--- src/rtl/cc_pkg.sv ---
// cc_pkg -- shared constants and types for the cache-controller read-data path.
// Widths of a cache line, an AXI R beat and the critical-word offset, the
// OKAY response code, and the canonical line-entry layout {data, offset, id}.
package cc_pkg;

    localparam int LINE_W   = 512;
    localparam int BEAT_W   = 64;
    localparam int BEATS    = 8;
    localparam int OFFSET_W = 3;
    localparam int ID_W_DEF = 4;

    localparam logic [1:0] RESP_OKAY = 2'b00;

    // Line-entry layout at the default AXI ID width. Modules with a different
    // ID width build the same layout locally and hand it to the FIFO as a type.
    typedef struct packed {
        logic [LINE_W-1:0]   data;
        logic [OFFSET_W-1:0] offset;
        logic [ID_W_DEF-1:0] id;
    } line_entry_t;

endpackage

--- src/rtl/cc_line_fifo.sv ---
// cc_line_fifo -- DEPTH-entry synchronous FIFO of line entries.
// Ports:
//   clk, rst_n     clock, asynchronous active-low reset (control state only)
//   push_i         write din_i at tail (ignored when full)
//   pop_i          advance head (ignored when empty)
//   din_i, dout_o  entry in / head entry out (dout_o valid while !empty_o)
//   full_o, empty_o, count_o   occupancy, all from registered state
module cc_line_fifo
    import cc_pkg::*;
#(
    parameter int  DEPTH   = 2,
    parameter type entry_t = line_entry_t
) (
    input  logic                     clk,
    input  logic                     rst_n,
    input  logic                     push_i,
    input  logic                     pop_i,
    input  entry_t                   din_i,
    output entry_t                   dout_o,
    output logic                     full_o,
    output logic                     empty_o,
    output logic [$clog2(DEPTH):0]   count_o
);

    localparam int AW = $clog2(DEPTH);
    localparam int CW = AW + 1;

    logic [AW-1:0] wr_ptr;
    logic [AW-1:0] rd_ptr;
    logic [CW-1:0] count;
    entry_t        mem [DEPTH];
    logic          do_push;
    logic          do_pop;

    assign full_o  = (count == CW'(DEPTH));
    assign empty_o = (count == '0);
    assign count_o = count;
    assign do_push = push_i & ~full_o;
    assign do_pop  = pop_i & ~empty_o;
    assign dout_o  = mem[rd_ptr];

    // Pointers wrap naturally because DEPTH is a power of two.
    always_ff @(posedge clk or negedge rst_n) begin
        if (!rst_n) begin
            wr_ptr <= '0;
            rd_ptr <= '0;
            count  <= '0;
        end else begin
            if (do_push) wr_ptr <= wr_ptr + 1'b1;
            if (do_pop)  rd_ptr <= rd_ptr + 1'b1;
            case ({do_push, do_pop})
                2'b10:   count <= count + 1'b1;
                2'b01:   count <= count - 1'b1;
                default: count <= count;
            endcase
        end
    end

    // Line storage is deliberately left out of reset; occupancy gates its use.
    always_ff @(posedge clk) begin
        if (do_push) mem[wr_ptr] <= din_i;
    end

endmodule

--- src/rtl/cc_serializer.sv ---
// cc_serializer -- streams buffered 512-bit cache lines as 8-beat 64-bit AXI R
// bursts, critical word first with 3-bit wrap.
// Ports:
//   clk, rst_n                       clock, asynchronous active-low reset
//   line_valid_i / line_ready_o      line handshake (ready = buffer not full)
//   line_data_i, line_offset_i, line_id_i   line payload, first word, AXI ID
//   inct_rvalid_o / inct_rready_i    R beat handshake
//   inct_rdata_o, inct_rid_o, inct_rresp_o, inct_rlast_o   R beat payload
//
// state | meaning
// ------+--------------------------------------------------
// IDLE  | buffer empty, rvalid low
// SEND  | head line being streamed, cnt = beat index 0..7
module cc_serializer
    import cc_pkg::*;
#(
    parameter int DEPTH = 2,
    parameter int ID_W  = ID_W_DEF
) (
    input  logic                clk,
    input  logic                rst_n,
    input  logic                line_valid_i,
    output logic                line_ready_o,
    input  logic [LINE_W-1:0]   line_data_i,
    input  logic [OFFSET_W-1:0] line_offset_i,
    input  logic [ID_W-1:0]     line_id_i,
    output logic                inct_rvalid_o,
    input  logic                inct_rready_i,
    output logic [BEAT_W-1:0]   inct_rdata_o,
    output logic [ID_W-1:0]     inct_rid_o,
    output logic [1:0]          inct_rresp_o,
    output logic                inct_rlast_o
);

    localparam int CW = $clog2(DEPTH) + 1;

    localparam logic [0:0] ST_IDLE = 1'b0;
    localparam logic [0:0] ST_SEND = 1'b1;

    typedef struct packed {
        logic [LINE_W-1:0]   data;
        logic [OFFSET_W-1:0] offset;
        logic [ID_W-1:0]     id;
    } entry_t;

    entry_t              wr_entry;
    entry_t              head;
    logic                fifo_full;
    logic                fifo_empty;
    logic [CW-1:0]       fifo_count;
    logic [0:0]          state;
    logic [0:0]          state_nxt;
    logic [OFFSET_W-1:0] cnt;
    logic [OFFSET_W-1:0] word_sel;
    logic                push;
    logic                beat_hs;
    logic                last_hs;

    assign line_ready_o = ~fifo_full;
    assign push         = line_valid_i & line_ready_o;
    assign beat_hs      = inct_rvalid_o & inct_rready_i;
    assign last_hs      = beat_hs & (cnt == 3'd7);

    assign wr_entry.data   = line_data_i;
    assign wr_entry.offset = line_offset_i;
    assign wr_entry.id     = line_id_i;

    cc_line_fifo #(
        .DEPTH   (DEPTH),
        .entry_t (entry_t)
    ) u_fifo (
        .clk     (clk),
        .rst_n   (rst_n),
        .push_i  (push),
        .pop_i   (last_hs),
        .din_i   (wr_entry),
        .dout_o  (head),
        .full_o  (fifo_full),
        .empty_o (fifo_empty),
        .count_o (fifo_count)
    );

    always_comb begin
        state_nxt = state;
        case (state)
            ST_IDLE: if (push) state_nxt = ST_SEND;
            ST_SEND: if (last_hs && (fifo_count == CW'(1)) && !push) state_nxt = ST_IDLE;
            default: state_nxt = ST_IDLE;
        endcase
    end

    // cnt wraps 7 -> 0 on the last beat, which is exactly where the next head starts.
    always_ff @(posedge clk or negedge rst_n) begin
        if (!rst_n) begin
            state <= ST_IDLE;
            cnt   <= '0;
        end else begin
            state <= state_nxt;
            if (beat_hs) cnt <= cnt + 1'b1;
        end
    end

    // Offset + beat index, 3-bit wrap with no carry into the line address.
    assign word_sel = head.offset + cnt;

    // Payload is forced to zero while idle so stale, unreset line storage never shows.
    assign inct_rvalid_o = (state == ST_SEND) & ~fifo_empty;
    assign inct_rdata_o  = inct_rvalid_o ? head.data[word_sel*BEAT_W +: BEAT_W] : '0;
    assign inct_rid_o    = inct_rvalid_o ? head.id : '0;
    assign inct_rlast_o  = inct_rvalid_o & (cnt == 3'd7);
    assign inct_rresp_o  = RESP_OKAY;

endmodule

--- config.mk ---
export PLATFORM = sky130hd
export DESIGN_NAME = cc_serializer
export DESIGN_NICKNAME = d
export VERILOG_FILES = /design/src/rtl/cc_pkg.sv /design/src/rtl/cc_line_fifo.sv /design/src/rtl/cc_serializer.sv
export SDC_FILE = /design/constraint.sdc
export NUM_CORES = 1
export LEC_CHECK = 0
export BUFFER_PORTS_ARGS = -buffer_cell sky130_fd_sc_hd__buf_4
export CORE_MARGIN = 8
export CORE_UTILIZATION = 63
export CTS_BUF_LIST = sky130_fd_sc_hd__clkbuf_8
export CTS_CLUSTER_SIZE = 25
export DETAILED_ROUTE_END_ITERATION = 10
export PLACE_DENSITY = 0.91
export SLEW_MARGIN = 20
export SYNTH_ARGS = -nofsm -noshare
export SYNTH_HDL_FRONTEND = slang
export SYNTH_SLANG_ARGS = --single-unit
--- constraint.sdc ---
create_clock -name clk -period 34.8 [get_ports clk]
set_input_delay 6.96 -clock clk [delete_from_list [all_inputs] [get_ports clk]]
set_output_delay 6.96 -clock clk [all_outputs]
set_load 0.005 [all_outputs]
# Word level (Yosys, flattened, before mapping)
# Memories as Yosys holds them, arrays and structs flattened.
# Index checks and enable logic that the tools add are counted.
# classes
addsub	6
eq_ne	5
shift	1
n_mux	8
bitwise_logic	10
reduce_logical	5
# ops
cell	count
variable part select 512 x 10 -> 64 bit	1
two-way mux 64 bit	1
AND 1 bit	7
equality test 2 x 1 -> 1 bit (second input constant)	2
equality test 2 bit (second input constant)	2
two-way mux 1 bit	4
two-way mux 4 bit	1
one-hot mux 2 bit (2 select lines)	1
adder 3 x 1 -> 3 bit (second input constant)	1
adder 3 bit	1
equality test 3 bit (second input constant)	1
NOT 1 bit	3
adder 1 bit (second input constant)	2
adder 2 x 1 -> 2 bit (second input constant)	1
logical AND 1 bit	2
logical NOT 2 bit	1
one-hot mux 1 bit (2 select lines)	1
nonzero test 2 bit	1
subtractor 2 x 1 -> 2 bit (second input constant)	1
logical NOT 1 bit	1
# totals
ff_bits	8
ramBits	1038
in_bits	523
out_inout_bits	73
wordCells	41
mem_count	1
# mem_list
name	depth	width	read_ports	rd_ports_with_merged_regs	wr	line	text
u_fifo.mem	2	519	1	0	1	cc_line_fifo.sv:31	entry_t mem [DEPTH];

# Depth between registers and ports, before layout
# depth
ltp_word	9
ltp_mapped	12
depth_no_buf	8

# By module
# Synthesis repeated with hierarchy kept, for this count alone.
# unflattened
cells_unflattened	2035
hier_area_um2	42519.5
# modules_own_cells
mod	n_inst	cells_per_inst	area_each_um2	seq_area_each_um2
cc_line_fifo	1	1633	37842.5	31270.0
cc_serializer	1	402	4677.0	100.1

# Worst setup path after synthesis
# No wires, ideal clock.
# synth_path
path_kind	input to register
start	input port line_valid_i
end	memory u_fifo.mem[0][0] (netlist bit) (enable)
setup_time_ns	1.414
t_arrival_ns	28.537
t_required_ns	33.386
setup_slack_ns	4.849
path_stages	2
path_buffers	0
cell_sequence	nand2_1 nor2_1
# synth_between
elab_chain_len	4
# synth_rtl
element	line	text
from (decl)	cc_serializer.sv:22	input logic line_valid_i,
AND 1 bit	cc_serializer.sv:60	assign push = line_valid_i & line_ready_o;
AND 1 bit	cc_line_fifo.sv:38	assign do_push = push_i & ~full_o;
two-way mux 1 bit	cc_line_fifo.sv:61	if (do_push) mem[wr_ptr] <= din_i;
two-way mux 1 bit (implied by the code)	cc_line_fifo.sv:61	
to (decl)	cc_line_fifo.sv:31	
# No other way between the ends.

# Final worst setup path
# layout_path
start	register u_fifo.rd_ptr
end	output port inct_rdata_o[18]
# layout_between
elab_chain_len	4
# layout_rtl
element	line	text
from (decl)	cc_line_fifo.sv:29	logic [AW-1:0] rd_ptr;
from (signal assigned)	cc_line_fifo.sv:50	if (do_pop) rd_ptr <= rd_ptr + 1'b1;
memory read (2 x 519 bit) (*)	n/a	
adder 3 bit	cc_serializer.sv:104	assign word_sel = head.offset + cnt;
variable part select 512 x 10 -> 64 bit (*)	cc_serializer.sv:108	assign inct_rdata_o = inct_rvalid_o ? head.data[word_sel*BEAT_W +: BEAT_W] : '0;
two-way mux 64 bit (*)	cc_serializer.sv:108	
to (decl)	cc_serializer.sv:29	output logic [BEAT_W-1:0] inct_rdata_o,
# Mark *: on every way between the ends. The rest lies on a longest branch, timed or not.

==> metrics.txt <==
Setup crit start kind flop; Tmin final 13140 ps; final instance area 48100 um2; gr ovfl total 0; #FFs+latches synth 1046; largest net degree at the start of global routing 181; Ports 596; CTS tree done; Syn. warnings 0; GPL Wtd Cong 0.853; Final setup viols 0; Cells after Synth 1630; endpoints failing hold 0; worst endpoint required time 27840 ps; via count 20989; HPWL after DPL 66500 um; first-pass GRT wire length 147000 um; final setup TNS 0 ps; # resized after CTS 0; worst hold path class flop to flop; antenna violations before repair 57; core area 62700 um2; Slew HR 0.203; met1 Use GR 0.318; ratio of cells with drive above 1 in the final layout 0.442; drt pass-1 iters 7; latest clock arrival within the worst-skew pair 780 ps; grt met3 use 0.106; fin crit share 0.378; Initial Utilization 0.634; skew final 32.4 ps; Reg clk slew, reported paths 50 ps; Worst-Margin Slew 1200 ps; Max-cap violations 0; Cell Pwr Density 103 nW/um2; unrepaired setup endpoints after global routing no; Global Route Usage Sum 0.287; Cell Rows 92; post-cts hold buffer count 0; Slew Limit Fails 0; die width 267 um; DRC 0; placed inst area 45000 um2; Clk Tree Root Cell clkbuf_8; area delta synth->final 20.8%; die height 267 um; nets@finish 2854; Cell Area, Synth 39800 um2; Crit Path Class flop to output port; Max FO, Critical Path 81; Routed Antenna Nets 0; Fmax achieved 0.0761 GHz; Routed wire per std cell 31.3 um; Worst EP arrival 6180 ps; Leak Pwr 17.0 nW; busiest layer in global routing met2; Synth cell types 24; Clock Sinks 1046; die area 71400 um2; CTS max path bufs 3; Mean Syn Cell Area 24.4 um2; final WL 104000 um; CTS Buf Count 160; # H-tree levels 4; vias per cell 6.28; Post-CTS Setup Bufs 0; status finished, final reports clean; Worst Setup End Kind output port; vias in the first global route 22630; Worst IR Drop VDD 0.119 mV; met2 Usage GRT 0.479; IO Port Bufs 593; starting DRC count in detailed routing 2494; post-synthesis sequential area ratio 0.789
-- cell type report --
cell class | instances | area (um2)
multi-input combinational | 492 | 7850
inverter | 6 | 22.5
clock inverter | 123 | 688
clock buffer | 162 | 2230
fill | 3029 | 14700
tap | 846 | 1060
timing repair buffer | 617 | 4720
sequential | 1046 | 31400
antenna | 49 | 123
-- metal layers --
layer	vias to the layer above	share of wire
met3	293	0.11
met2	1497	0.52
met4	16	0.048
li1	8486	-
met1	10697	0.32
met5	-	0.00099
-- power by group --
group | internal, mW | total, mW | leakage, nW | switching (mW)
registers | 1.73 | 1.81 | 9.75 | 0.0860
clock network | 0.473 | 0.944 | 1.65 | 0.471
logic | 1.04 | 2.19 | 5.64 | 1.15
-- flip-flops by register name (all words and copies together), names as in the netlist --
register,flops
cnt,3
u_fifo.rd_ptr,1
u_fifo.wr_ptr,1
state,1
u_fifo.mem,1038
u_fifo.count_o,2
-- cells in the final DEF, fill, tap and decap left out, types with 3 or more instances in the layout --
master	count
buf_4	608
nor2_1	4
nand2_1	5
o22ai_1	64
xnor2_1	6
mux2i_1	134
buf_12	3
clkbuf_8	162
clkinv_2	19
edfxtp_1	1038
ha_1	6
buf_6	4
mux4_2	256
clkinv_1	41
inv_1	52
bufinv_16	5
clkinvlp_4	7
mux2_2	3
dfrtp_1	7
diode_2	49
-- per-stage QoR --
stage               hold slack (ps)  total power, mW  cells   util  worst slack (ps)
global placement                462             3.85   3005  0.717             22410
floorplan                       446             3.49   1631      -              4850
global route                    548             5.14   3331  0.766             21490
detailed placement              482             3.98   3005  0.717             22250
finish                          524             4.95   3341  0.766             21660
CTS                             519             4.97   3290  0.763             21300
-- kinds of logic after synthesis --
| family | count (synthesis) | share of synthesized area |
|---|---|---|
| flops | 1046 | 0.789 |
| mux | 393 | 0.179 |
| xor+xnor | 7 | 0.00154 |
| simple gates | 17 | 0.00198 |
| buf+inv | 93 | 0.0155 |
| other cells | 1 | 0.0000943 |
| fa+ha+maj | 8 | 0.00270 |
| compound gates | 65 | 0.0102 |
-- worst max-delay path, stage by stage, from the launching register on --
cell and delay (ps):
dfrtp_4 420, buf_4 810, mux2i_1 240, fa_4 1060
buf_6 680, buf_4 950, mux4_2 430, mux2i_1 340
o22ai_1 150, buf_4 170
-- final timing paths --
path,start,end,slack [ps],cells past startpoint
min,u_fifo.count_o[0]$_DFFE_PN0P_,u_fifo.count_o[0]$_DFFE_PN0P_,520,1
max reg2reg,u_fifo.count_o[0]$_DFFE_PN0P_,u_fifo.mem[1][226]$_DFFE_PP_,30840,6
min reg2reg,u_fifo.count_o[0]$_DFFE_PN0P_,u_fifo.count_o[0]$_DFFE_PN0P_,520,1
max in group asynchronous,rst_n,u_fifo.rd_ptr$_DFFE_PN0N_,28630,1
min in group asynchronous,rst_n,state$_DFF_PN0_,6000,1
max,u_fifo.rd_ptr$_DFFE_PN0N_,inct_rdata_o[18],21660,9
-- cell usage after synthesis, drive strengths merged --
| cell | instances | area [um2] |
|---|---|---|
| inv | 6 | 22.5 |
| mux4 | 256 | 5770 |
| clkbuf | 11 | 41.3 |
| nor2 | 5 | 18.8 |
| and2 | 1 | 6.26 |
| nand2b | 2 | 12.5 |
| and3 | 2 | 12.5 |
| xor2 | 1 | 8.76 |
| fa | 1 | 20.0 |
| conb | 1 | 3.75 |
| nand4 | 1 | 6.26 |
| nand2 | 6 | 22.5 |
| ha | 7 | 87.6 |
| dfrtp | 8 | 200 |
| mux2i | 134 | 1340 |
| o22ai | 64 | 400 |
| edfxtp | 1038 | 31200 |
| o21ai | 1 | 5.00 |
| mux2 | 3 | 33.8 |
| buf | 76 | 552 |
| xnor2 | 6 | 52.6 |
(Power assumes the default switching activity.)
